## src/rtl/vshift_seq.sv

```systemverilog
// Sequencer for the lane SIMD shifter: latches one vector shift instruction,
// streams operand words through a registered S1/S2 pipeline around the external shifter.
module vshift_seq #(
  parameter int MIN_WIDTH = 8,
  parameter int MAX_WIDTH = 64,
  parameter int SEW_WIDTH = $clog2(MAX_WIDTH / MIN_WIDTH) + 1,
  parameter int VL_WIDTH  = 8
) (
  input  logic                          clk,
  input  logic                          rst,
  input  logic                          issue_valid,
  output logic                          issue_ready,
  input  logic                          issue_right,
  input  logic                          issue_sign,
  input  logic [SEW_WIDTH-1:0]          issue_sew,
  input  logic [VL_WIDTH-1:0]           issue_vl,
  input  logic                          in_valid,
  output logic                          in_ready,
  input  logic [MAX_WIDTH-1:0]          in_opa,
  input  logic [MAX_WIDTH-1:0]          in_opb,
  output logic                          sh_right,
  output logic                          sh_sign,
  output logic [SEW_WIDTH-1:0]          sh_sew,
  output logic [MAX_WIDTH-1:0]          sh_opa,
  output logic [MAX_WIDTH-1:0]          sh_opb,
  input  logic [MAX_WIDTH-1:0]          sh_result,
  output logic                          out_valid,
  input  logic                          out_ready,
  output logic [MAX_WIDTH-1:0]          out_data,
  output logic [MAX_WIDTH/MIN_WIDTH-1:0] out_be,
  output logic [VL_WIDTH-1:0]           out_idx,
  output logic                          out_last,
  output logic                          busy,
  output logic                          done,
  output logic                          err
);

  localparam int RATIO = MAX_WIDTH / MIN_WIDTH;
  localparam int LOG_R = $clog2(RATIO);
  localparam int BW    = VL_WIDTH + SEW_WIDTH;

  localparam logic [1:0] S_IDLE = 2'd0;
  localparam logic [1:0] S_RUN  = 2'd1;
  localparam logic [1:0] S_FIN  = 2'd2;

  localparam logic [VL_WIDTH-1:0] VL_ONE  = 1;
  localparam logic [RATIO-1:0]    BE_ONES = '1;

  logic [1:0]          state;
  logic [VL_WIDTH-1:0] r_vl;
  logic [VL_WIDTH-1:0] in_cnt;
  logic                s1_v;
  logic [VL_WIDTH-1:0] s1_idx;
  logic                s2_v;

  logic [BW-1:0]       bytes;
  logic [LOG_R-1:0]    rem;
  logic [VL_WIDTH-1:0] nwords;
  logic                s1_last;
  logic [RATIO-1:0]    s1_be;
  logic                advance;
  logic                in_fire;
  logic                out_fire;

  // bytes = vl * ebytes; ebytes is a power of two, so the product is a shift
  always_comb begin
    bytes = '0;
    for (int unsigned j = 0; j < SEW_WIDTH; j++) begin
      if (sh_sew[j]) bytes = BW'(r_vl) << (SEW_WIDTH - 1 - j);
    end
  end

  assign rem     = bytes[LOG_R-1:0];
  assign nwords  = VL_WIDTH'(bytes >> LOG_R) + VL_WIDTH'(rem != '0);
  assign s1_last = (s1_idx == nwords - VL_ONE);
  assign s1_be   = (s1_last && rem != '0) ? ~(BE_ONES << rem) : '1;

  assign advance     = s1_v && (!s2_v || out_ready);
  assign in_ready    = (state == S_RUN) && (in_cnt < nwords) && (!s1_v || advance);
  assign in_fire     = in_valid && in_ready;
  assign out_fire    = s2_v && out_ready;
  assign issue_ready = (state == S_IDLE);
  assign busy        = (state != S_IDLE);
  assign done        = (state == S_FIN);
  assign out_valid   = s2_v;

  always_ff @(posedge clk or posedge rst) begin
    if (rst) begin
      state    <= S_IDLE;
      r_vl     <= '0;
      in_cnt   <= '0;
      sh_right <= 1'b0;
      sh_sign  <= 1'b0;
      sh_sew   <= '0;
      err      <= 1'b0;
      s1_v     <= 1'b0;
      s1_idx   <= '0;
      sh_opa   <= '0;
      sh_opb   <= '0;
      s2_v     <= 1'b0;
      out_data <= '0;
      out_be   <= '0;
      out_idx  <= '0;
      out_last <= 1'b0;
    end else begin
      err <= 1'b0;
      case (state)
        S_IDLE: begin
          if (issue_valid) begin
            sh_right <= issue_right;
            sh_sign  <= issue_sign;
            sh_sew   <= issue_sew;
            r_vl     <= issue_vl;
            in_cnt   <= '0;
            if (!$onehot(issue_sew))  err   <= 1'b1;
            else if (issue_vl == '0)  state <= S_FIN;
            else                      state <= S_RUN;
          end
        end
        S_RUN:   if (out_fire && out_last) state <= S_FIN;
        S_FIN:   state <= S_IDLE;
        default: state <= S_IDLE;
      endcase

      if (in_fire) begin
        s1_v   <= 1'b1;
        sh_opa <= in_opa;
        sh_opb <= in_opb;
        s1_idx <= in_cnt;
        in_cnt <= in_cnt + VL_ONE;
      end else if (advance) begin
        s1_v <= 1'b0;
      end

      // advance takes priority so a draining S2 reloads in the same cycle
      if (advance) begin
        s2_v     <= 1'b1;
        out_data <= sh_result;
        out_be   <= s1_be;
        out_idx  <= s1_idx;
        out_last <= s1_last;
      end else if (out_fire) begin
        s2_v <= 1'b0;
      end
    end
  end

endmodule

```

## config.mk

```make
export PLATFORM = sky130hd
export DESIGN_NAME = vshift_seq
export DESIGN_NICKNAME = d
export VERILOG_FILES = /design/src/rtl/vshift_seq.sv
export SDC_FILE = /design/constraint.sdc
export NUM_CORES = 1
export LEC_CHECK = 0
export CAP_MARGIN = 0
export CORE_MARGIN = 4
export CORE_UTILIZATION = 39
export DETAILED_ROUTE_END_ITERATION = 6
export PLACE_DENSITY_LB_ADDON = 0.1
export RECOVER_POWER = 25
export SYNTH_ARGS = -nofsm -noshare
export SYNTH_HDL_FRONTEND = slang
export SYNTH_SLANG_ARGS = --single-unit
```

## constraint.sdc

```tcl
create_clock -name clk -period 7.9 [get_ports clk]
set_input_delay 1.58 -clock clk [delete_from_list [all_inputs] [get_ports clk]]
set_output_delay 1.58 -clock clk [all_outputs]
set_load 0.02 [all_outputs]
```

# --- Yosys cells after proc, flatten, opt, wreduce, memory -nomap -nowiden ---
# Cells that the tools add are included.
word_totals:
  reg_bits: 244
  inputBits: 211
  out_inout_bits: 221
classes:
  add_sub_neg: 6
  n_lt_le_gt_ge: 1
  n_eq_ne: 7
  shift: 1
  muxes: 20
  bitwise_logic: 1
  n_reduce_logical: 22
op_table:
  columns: ["operator", "count"]
  rows:
  - ["$mux W11", 4]
  - ["$mux W8", 4]
  - ["$reduce_bool A2 Y1", 5]
  - ["$add A8 B1 Y8", 1]
  - ["$add A8 B1 Y8 const B", 1]
  - ["$eq A8 B8 Y1", 1]
  - ["$logic_not A8 Y1", 1]
  - ["$lt A8 B8 Y1", 1]
  - ["$mux W2", 4]
  - ["$not A8 Y8", 1]
  - ["$shl A8 B3 Y8 const A", 1]
  - ["$sub A8 B1 Y8 const B", 1]
  - ["$logic_and A1 B1 Y1", 7]
  - ["$mux W1", 7]
  - ["$add A1 B1 Y2", 2]
  - ["$ne A2 B1 Y1 const B", 2]
  - ["$pmux W2 S2", 1]
  - ["$reduce_and A2 Y1", 2]
  - ["$add A2 B2 Y3", 1]
  - ["$eq A3 B1 Y1 const B", 1]
  - ["$reduce_and A3 Y1", 1]
  - ["$reduce_bool A3 Y1", 1]
  - ["$eq A2 B1 Y1 const B", 1]
  - ["$eq A2 B2 Y1 const B", 1]
  - ["other kinds (4)", 6]

# --- Longest topological paths before layout ---
# Gate-level depths: netlist (run 1).
depth:
  ltp_word: 12
  ltp_mapped: 23

# --- Worst setup path before layout (run 1) ---
# No wires, ideal clock.
synth_timing:
  kind: "reg-to-output"
  startpoint: "register sh_sew[2]"
  endpoint: "output in_ready"
  arrival_time_ns: 4.296
  t_required_ns: 6.320
  path_slack_ns: 2.024
  path_stages_with_launch: 21
  path_buffers: 3
  cell_sequence: "dfrtp_1 > buf_2 > buf_4 > nor2_1 > a21o_1 > buf_2 > inv_2 > ha_1 > ha_1 > inv_1 > a2111oi_2 > nand2_1 > xnor2_1 > ha_1 > nand2_1 > or4_1 > nand4_1 > a221oi_1 > nor4b_2 > nand2b_1 > a21boi_0"
synth_via:
  elab_chain_len: 7
synth_rtl:
  columns: ["item", "line_no", "rtl"]
  rows:
  - ["start: declaration", "23", "output logic [SEW_WIDTH-1:0] sh_sew,"]
  - ["start signal: assignment", "112", "sh_sew <= issue_sew;"]
  - ["$mux W11 (*) (2 in series)", "69", "if (sh_sew[j]) bytes = BW'(r_vl) << (SEW_WIDTH - 1 - j);"]
  - ["$reduce_bool A3 Y1", "74", "assign nwords = VL_WIDTH'(bytes >> LOG_R) + VL_WIDTH'(rem != '0);"]
  - ["$add A8 B1 Y8 (*)", "74", null]
  - ["$lt A8 B8 Y1 (*)", "79", "assign in_ready = (state == S_RUN) && (in_cnt < nwords) && (!s1_v || advance);"]
  - ["$logic_and A1 B1 Y1 (*) (2 in series)", "79", null]
  - ["end: declaration", "18", "output logic in_ready,"]
# Mark *: on every way between the ends. The rest lies on a longest branch, timed or not.

# --- Final worst setup path (run 1) ---
layout_timing:
  startpoint: "register sh_sew[3]"
  endpoint: "output in_ready"
layout_via:
  elab_chain_len: 6
layout_rtl:
  columns: ["item", "line_no"]
  rows:
  - ["$mux W11 (*)", "69"]
  - ["$reduce_bool A3 Y1", "74"]
  - ["$add A8 B1 Y8 (*)", "74"]
  - ["$lt A8 B8 Y1 (*)", "79"]
  - ["$logic_and A1 B1 Y1 (*) (2 in series)", "79"]
# Marked as above.

==> impl_table.tex, run 1 <==
\begin{tabular}{lr}
\hline
Metric & Value \\
\hline
\multicolumn{2}{l}{\textbf{Floorplan}} \\
\quad Width of the chip & 172.7 um \\
\quad Die Y-Extent & 172.7 um \\
\quad Top Ports & 432 \\
\quad Initial core utilization & 39.46\% \\
\quad Number of placement rows & 60 \\
\quad Area of the core region & 26,800 sq um \\
\quad Die ar. & 29,820 sq um \\
\multicolumn{2}{l}{\textbf{Placed design}} \\
\quad Post-DP HPWL & 23,560 um \\
\quad Routability-driven placement congestion ratio & 0.8504 \\
\quad Port Buf Inserts & 431 \\
\multicolumn{2}{l}{\textbf{Global route}} \\
\quad GRT Overall Usage & 20.70\% \\
\quad Overflow left after global routing & 0 \\
\quad Pin count of the biggest net entering global routing & 142 \\
\quad Global-route wire length before repair & 50,100 um \\
\quad Number of global-route vias before repair & 8,702 \\
\quad Initial antenna violation count & 0 \\
\multicolumn{2}{l}{\textbf{Pwr}} \\
\quad Power density normalized to cell area & 403.0 nW/um\^{}2 \\
\quad Overall Power & 6.522 mW \\
\quad Leak Pwr & 6.979 nW \\
\quad IR Drop Worst-Case VDD & 0.2847 mV \\
\multicolumn{2}{l}{\textbf{Logic synthesis}} \\
\quad Post-Syn Area per Cell & 11.61 sq um \\
\quad Number of distinct library cells after synthesis & 68 \\
\quad Leading area contributor after synthesis & dfrtp\_1 \\
\quad Count of mapped cells out of synthesis & 911 \\
\quad Top cell type's share of synthesized area & 57.73\% \\
\quad Top post-synthesis cells by area & dfrtp\_1 (58\%), mux2\_2 (16\%), nand2\_1 (8.7\%) \\
\quad Portion of the post-synthesis area used by sequential elements & 57.73\% \\
\quad Main flop type after synthesis & dfrtp\_1 \\
\quad Post-Syn Area & 10,580 sq um \\
\quad Number of storage elements in the synthesis netlist & 244 \\
\quad Fraction of registers with async set or reset after synthesis & 100.0\% \\
\quad Most used standard cells in the synthesized netlist & nand2\_1 (245), dfrtp\_1 (244), mux2\_2 (149), clkbuf\_1 (19), inv\_1 (18) \\
\quad Syn Nets & 1,133 \\
\quad Number of synthesized flops with an enable pin & 0 \\
\quad Most instantiated library cell after synthesis & nand2\_1 \\
\quad Number of warning messages in the yosys log & 0 \\
\multicolumn{2}{l}{\textbf{Status}} \\
\quad Violations in the final reports & capacitance limit, slew limit \\
\quad Status & finished, violations left \\
\multicolumn{2}{l}{\textbf{Drt}} \\
\quad Avg Vias per Cell & 4.950 \\
\quad WL per Instance & 18.80 um \\
\quad Number of remaining DRC errors & 0 \\
\quad Number of nets with antenna violations after detailed routing & 0 \\
\quad Initial detailed-routing violation count & 488 \\
\quad Vias & 8,405 \\
\quad First-pass DRT Iterations & 4 \\
\quad Final routed wirelength across all metal layers & 31,920 um \\
\multicolumn{2}{l}{\textbf{Job}} \\
\quad Max cap viols & 3 \\
\multicolumn{2}{l}{\textbf{Worst setup path}} \\
\quad Slowest Stage Delay on Critical Path & 0.62 ns \\
\quad Cell Chain, Critical Path & nor2\_1, a21o\_1, inv\_2, ha\_1, ha\_1, inv\_1, a2111oi\_2, nand2\_1, xnor2\_1, ha\_1, nand2\_1, or4\_1, nand4\_1, a221oi\_1, nor4b\_2, nand2b\_1, a21boi\_0, clkdlybuf4s50\_1 \\
\quad Type of element launching the critical path & flip-flop \\
\quad Largest fanout on the critical path & 26 \\
\quad Kind of cell with the highest combined delay on the critical path & simple AND/OR/NAND/NOR gates \\
\quad Endpoint type of the worst setup path & output port \\
\quad WP data arrival & 5.75 ns \\
\quad Number of buffers and inverters on the critical path & 3 \\
\quad Required time at the worst-slack endpoint & 6.32 ns \\
\quad Cell with the most instances on the worst path & ha\_1 \\
\quad Category of the critical setup timing path & reg2out \\
\quad Cell with the largest stage delay on the worst path & dfrtp\_2 \\
\multicolumn{2}{l}{\textbf{Clocking}} \\
\quad Clock sink total & 244 \\
\quad TritonCTS clock tree & built \\
\quad Skew-Pair Late Insertion Delay & 0.54 ns \\
\quad Post-cts repair resize count & 0 \\
\quad Clock slew seen by the registers of the worst setup and hold paths & 0.06 ns \\
\quad Number of buffers added by the clock tree synthesis step & 28 \\
\quad Clock root buffer master & clkbuf\_16 \\
\quad Max Buffers Root-to-Sink & 3 \\
\quad Number of buffers inserted for hold repair after clock tree synthesis & 0 \\
\quad Clock H-tree levels & 1 \\
\quad Post-CTS setup-driven buffer insertion count & 0 \\
\multicolumn{2}{l}{\textbf{STA}} \\
\quad Total negative slack & 0 ns \\
\quad Crit path time final & 7.326 ns \\
\quad Unrepaired setup endpoints after global routing & no \\
\quad Fin crit share & 92.74\% \\
\quad Fin Clk Skew & 0.01485 ns \\
\quad Number of pins with negative max-slew slack in the final report & 262 \\
\quad Number of endpoints with negative hold slack in the final report & 0 \\
\quad Peak Freq & 0.1365 GHz \\
\quad Final-layout worst hold slack & 0.4679 ns \\
\quad Transition at the pin with the smallest max-transition slack & 3.558 ns \\
\quad Max-slew headroom at the worst pin & -137.2\% \\
\quad Finish-stage setup viols & 0 \\
\multicolumn{2}{l}{\textbf{Cells and area}} \\
\quad Share of layout cells above drive strength 1 & 16.59\% \\
\quad Number of nets in the layout & 1,556 \\
\quad Number of fill cells in the layout & 2,224 \\
\quad Growth of design area from synthesis to finish & 53.00\% \\
\multicolumn{2}{l}{\textbf{Worst hold path}} \\
\quad Class of the tightest hold or removal check & reg2reg \\
\hline
\end{tabular}
-- stage by stage --
step | std cells | area, sq um | utilization, % | setup slack [ns]
after floorplan | 911 | 10580 | - | 2.024
after global placement | 1645 | 15160 | 56.57 | 1.001
after detailed placement | 1645 | 15160 | 56.57 | 0.8622
after CTS | 1697 | 16200 | 60.44 | 0.2402
after global routing | 1697 | 16180 | 60.37 | 0.08320
final | 1698 | 16180 | 60.38 | 0.5739
-- layout by cell type, fill, tap and decap left out, types with 7 or more instances in the layout --
| cell | count |
|---|---|
| a21o_1 | 7 |
| a21oi_1 | 15 |
| and3_1 | 7 |
| clkbuf_16 | 28 |
| clkdlybuf4s50_1 | 426 |
| dfrtp_1 | 242 |
| ha_1 | 10 |
| inv_1 | 17 |
| mux2_2 | 149 |
| nand2_1 | 244 |
| nand3_1 | 13 |
| nor2_1 | 15 |
| nor2b_1 | 8 |
| o21ai_0 | 17 |
| o32a_1 | 7 |
| xnor2_1 | 9 |
-- path summary, 6_finish.rpt --
check | slack (ns) | start | cells after the start | to
max | 0.57 | sh_sew[3] | 18 | in_ready
min | 0.47 | out_data[3] | 2 | out_data[3]
max reg2reg | 1.92 | sh_sew[3] | 18 | sh_opa[57]
min reg2reg | 0.47 | out_data[3] | 2 | out_data[3]
max in group asynchronous | 1.61 | rst | 3 | sh_sew[2]
min in group asynchronous | 1.98 | rst | 2 | sh_opa[62]
-- worst reg2reg max path: cells and delay by family (launching register included) --
family	cells	cell delay [ns]
buffers and inverters	3	0.72
AOI/OAI and AO/OA	4	2.06
xor gates and xnor gates	1	0.25
and+or+nand+nor	6	1.09
DFF	1	0.62
muxes	1	0.42
adders and majority gates	3	0.72
-- sequential cells by signal (all words and copies together) (netlist names) --
name	cells
sh_opb	64
sh_opa	64
out_be	8
s1_idx	8
out_idx	8
err	1
s1_v	1
state	2
sh_sew	4
sh_right	1
out_data	64
out_valid	1
sh_sign	1
in_cnt	8
out_last	1
r_vl	8
-- final cells by class --
type | instances | area, sq um | share of cell area [%]
Clock inverter | 13 | 234.0 | 1.446
Multi-Input combinational cell | 604 | 4158 | 25.69
Inverter | 19 | 72.57 | 0.4485
Clock buffer | 39 | 802.0 | 4.956
Sequential cell | 244 | 6108 | 37.75
Tap cell | 341 | 426.7 | 2.637
Timing Repair Buffer | 437 | 4378 | 27.05
Antenna cell | 1 | 2.502 | 0.01546
-- layer usage --
| layer | global-route usage [%] | routed length (um) |
|---|---|---|
| met1 | 24.20 | 12360 |
| met2 | 36.66 | 16100 |
| met3 | 7.586 | 2889 |
| met4 | 4.556 | 568 |
| met5 | 0 | 0 |
-- power breakdown --
group	switching, mW	leakage [nW]	internal (mW)
sequential	0.292	2.96	1.80
clock	0.521	0.510	0.905
combinational	1.51	3.51	1.49
total	2.32	6.98	4.20
-- logic make-up (layout without fill, tap and decap cells) --
family          count (synthesis)  count (layout)  synth area share, %
flops                         244             244                57.73
compound gates                 93              93                6.779
mux                           152             152                16.15
simple gates                  337             337                13.99
buf+inv                        63             508                3.064
other cells                     0               1                    0
fa+ha+maj                      11              11                1.372
xor+xnor                       11              11               0.9110
Power figures use the tool's default switching activity.
==> inputs of run 2 (changes only) <==
CORE_MARGIN = 2   (was 4)
SETUP_SLACK_MARGIN = 0.1   (was default)
==> impl_table.tex, run 2 (synthesis gave the netlist of run 1 again) <==
\begin{tabular}{lr}
\hline
Metric & Value \\
\hline
\multicolumn{2}{l}{\textbf{Worst setup path}} \\
\quad Type of element launching the critical path & flip-flop \\
\quad Endpoint type of the worst setup path & output port \\
\quad Largest fanout on the critical path & 14 (-46\%) \\
\quad Path depth of the worst reg2reg path & 19 (+1) \\
\quad WP data arrival & 5.80 ns (+0.05 ns) \\
\quad Worst R2R End & sh\_opa[62] \\
\quad Beginning of the critical path & sh\_sew[3] \\
\quad Launch point of the worst reg-to-reg path & sh\_sew[3] \\
\quad Required time at the worst-slack endpoint & 6.32 ns (about the same) \\
\quad Reg-to-reg slack, setup & 2.22 ns (+0.30 ns) \\
\quad Category of the critical setup timing path & reg2out \\
\multicolumn{2}{l}{\textbf{Drt}} \\
\quad Vias & 8,475 (+0.83\%) \\
\quad WL per Instance & 18.74 um (-0.29\%) \\
\quad Final routed wirelength across all metal layers & 31,790 um (-0.40\%) \\
\quad Avg Vias per Cell & 4.997 (+0.95\%) \\
\quad Number of remaining DRC errors & 0 (unchanged) \\
\quad First-pass DRT Iterations & 6 (+2) \\
\quad Number of nets with antenna violations after detailed routing & 0 (unchanged) \\
\quad Initial detailed-routing violation count & 497 (+1.8\%) \\
\multicolumn{2}{l}{\textbf{Pwr}} \\
\quad IR Drop Worst-Case VDD & 0.2718 mV (-4.5\%) \\
\quad Power share of the clock group & 18.8\% (-3.1 points) \\
\quad Power density normalized to cell area & 392.4 nW/um\^{}2 (-2.6\%) \\
\quad Leak Pwr & 6.885 nW (-1.3\%) \\
\quad Cell Int Power & 3.976 mW (-5.3\%) \\
\quad Relative contribution of sequential cells to total power & 33.4\% (+1.3 points) \\
\quad Combinational fraction of design power & 47.7\% (+1.7 points) \\
\quad Switching part of the total power & 36.67\% (+1.1 points) \\
\quad Net switching power & 2.303 mW (-0.87\%) \\
\multicolumn{2}{l}{\textbf{STA}} \\
\quad Transition at the pin with the smallest max-transition slack & 3.991 ns (+0.4323 ns) \\
\quad Unrepaired setup endpoints after global routing & no \\
\quad Finish-stage setup viols & 0 (unchanged) \\
\quad Crit path time final & 7.378 ns (+0.05240 ns) \\
\quad Peak Freq & 0.1355 GHz (-0.71\%) \\
\quad Number of endpoints with negative hold slack in the final report & 0 (unchanged) \\
\quad Total negative slack & 0 ns (unchanged) \\
\quad Fin Clk Skew & 0.01820 ns (+0.003348 ns) \\
\quad Final WS setup & 0.5215 ns (-0.05240 ns) \\
\quad Number of pins with negative max-slew slack in the final report & 150 (-43\%) \\
\quad Max-slew headroom at the worst pin & -166.1\% (-29 points) \\
\quad Fin crit share & 93.40\% (+0.66 points) \\
\multicolumn{2}{l}{\textbf{Floorplan}} \\
\quad Die Y-Extent & 168.7 um (-2.3\%) \\
\quad Area of the core region & 26,800 sq um (unchanged) \\
\quad Initial core utilization & 39.46\% (unchanged) \\
\quad Die ar. & 28,450 sq um (-4.6\%) \\
\quad Top Ports & 432 (unchanged) \\
\quad Number of placement rows & 60 (unchanged) \\
\quad Width of the chip & 168.7 um (-2.3\%) \\
\multicolumn{2}{l}{\textbf{Clocking}} \\
\quad Number of buffers added by the clock tree synthesis step & 28 (unchanged) \\
\quad Number of buffers inserted for hold repair after clock tree synthesis & 0 (unchanged) \\
\quad Clock root buffer master & clkbuf\_16 \\
\quad Clock slew seen by the registers of the worst setup and hold paths & 0.06 ns (about the same) \\
\quad Max Buffers Root-to-Sink & 3 (unchanged) \\
\quad Post-cts repair resize count & 0 (unchanged) \\
\quad Clock H-tree levels & 1 (unchanged) \\
\quad Clock sink total & 244 (unchanged) \\
\quad TritonCTS clock tree & built \\
\quad Post-CTS setup-driven buffer insertion count & 0 (unchanged) \\
\quad Skew-Pair Late Insertion Delay & 0.55 ns (about the same) \\
\multicolumn{2}{l}{\textbf{Worst hold path}} \\
\quad Class of the tightest hold or removal check & reg2reg \\
\quad Capture endpoint of the worst hold path & out\_be[0] \\
\quad Number of cells on the worst hold path & 1 (-1) \\
\quad Hold path start & out\_be[0] \\
\multicolumn{2}{l}{\textbf{Cells and area}} \\
\quad Most common cell after layout, fill and taps aside & clkdlybuf4s50\_1 \\
\quad Number of nets in the layout & 1,560 (+0.26\%) \\
\quad Highest-count cells in the layout ignoring fill and taps & clkdlybuf4s50\_1 (428), nand2\_1 (244), dfrtp\_1 (243), mux2\_2 (149), clkbuf\_16 (28) \\
\quad Growth of design area from synthesis to finish & 51.30\% \\
\quad Largest registers ranked by flip-flop count & out\_data: 64 flops, sh\_opa: 64 flops, sh\_opb: 64 flops \\
\quad Share of layout cells above drive strength 1 & 16.03\% (-0.57 points) \\
\multicolumn{2}{l}{\textbf{Placed design}} \\
\quad Post-DP HPWL & 23,620 um (+0.24\%) \\
\quad Worst slack at placement & 1.059 ns (+0.1972 ns) \\
\quad Routability-driven placement congestion ratio & 0.8268 (-2.8\%) \\
\quad Port Buf Inserts & 431 (unchanged) \\
\multicolumn{2}{l}{\textbf{Global route}} \\
\quad Number of global-route vias before repair & 8,578 (-1.4\%) \\
\quad GRT Overall Usage & 22.00\% (+1.3 points) \\
\quad Pin count of the biggest net entering global routing & 86 (-39\%) \\
\quad Overflow left after global routing & 0 (unchanged) \\
\quad Initial antenna violation count & 2 (+2) \\
\quad Global-route wire length before repair & 49,280 um (-1.6\%) \\
\multicolumn{2}{l}{\textbf{Status}} \\
\quad Status & finished, violations left \\
\quad Violations in the final reports & capacitance limit, slew limit \\
\multicolumn{2}{l}{\textbf{Job}} \\
\quad Max cap viols & 2 (-1) \\
\hline
\end{tabular}
run 2: cell types whose count changed in the layout (fill, tap and decap cells not counted), moves of 2 or more:
cell             before  now
bufinv_16             6    0
clkbuf_1              6   11
buf_4                 2    6
clkbuf_8              6    4
clkdlybuf4s50_1     426  428
clkinvlp_4            0    2
dlygate4sd3_1         5    3
run 2: cell type report:
type                       instances  area [sq um]
antenna                            1         2.502
timing repair buffer             441          4392
sequential                       244          6107
clock buffer                      41         789.5
clock inverter                     5         38.79
inverter                          19         75.07
tap                              341         426.7
fill                            2218         10800
multi-input combinational        604          4170
run 2: through the flow:
step                util (%)  instance area [sq um]  instances  hold WS, ns  power [mW]
finish                 59.71                  16000       1696       0.4635       6.279
global route           59.71                  16000       1696       0.4815       6.644
CTS                    59.68                  16000       1695       0.4683       6.365
detailed placement     56.59                  15170       1649       0.4540       5.136
global placement       56.59                  15170       1649       0.4574       5.095
floorplan                  -                  10580        911       0.4768       3.679
run 2: routing by layer:
layer,up-vias,track usage (%),part of all wire (%),routed length (um)
met5,-,0,0,0
met4,0,6.709,3.1,970
met3,57,7.482,8.9,2824
met2,326,38.24,51,16100
met1,4107,25.73,37,11900
li1,3985,-,-,-
run 2: critical path, stage by stage (launching register included):
cell,delay (ns)
dfrtp_1,0.56
buf_4,0.26
a211oi_1,0.09
a21o_1,0.28
inv_2,0.19
ha_1,0.17
ha_1,0.27
inv_1,0.15
a2111oi_4,0.47
nand2_1,0.14
xnor2_1,0.20
ha_1,0.33
nand2_1,0.08
or4_1,0.51
nand4_1,0.16
a221oi_1,0.08
nor4b_2,0.48
nand2b_1,0.16
a21boi_0,0.08
clkdlybuf4s50_1,0.59
run 2: worst max-delay path by stage:
stage / to / slack, ns / cells past startpoint
global placement: in_ready / 1.18 / 18
global route: in_ready / 0.13 / 19
detailed placement: in_ready / 1.06 / 18
floorplan: in_ready / 2.02 / 20
CTS: in_ready / 0.45 / 18
finish: in_ready / 0.52 / 19
run 2: power groups by stage:
| stage | clock network [mW] | logic (mW) | registers [mW] |
|---|---|---|---|
| after CTS | 1.23 | 3.04 | 2.10 |
| final | 1.18 | 3.00 | 2.10 |
| after global placement | 0 | 3.00 | 2.09 |
| after floorplan | 0 | 0.960 | 2.72 |
| after detailed placement | 0 | 3.02 | 2.11 |
| after global routing | 1.27 | 3.20 | 2.17 |
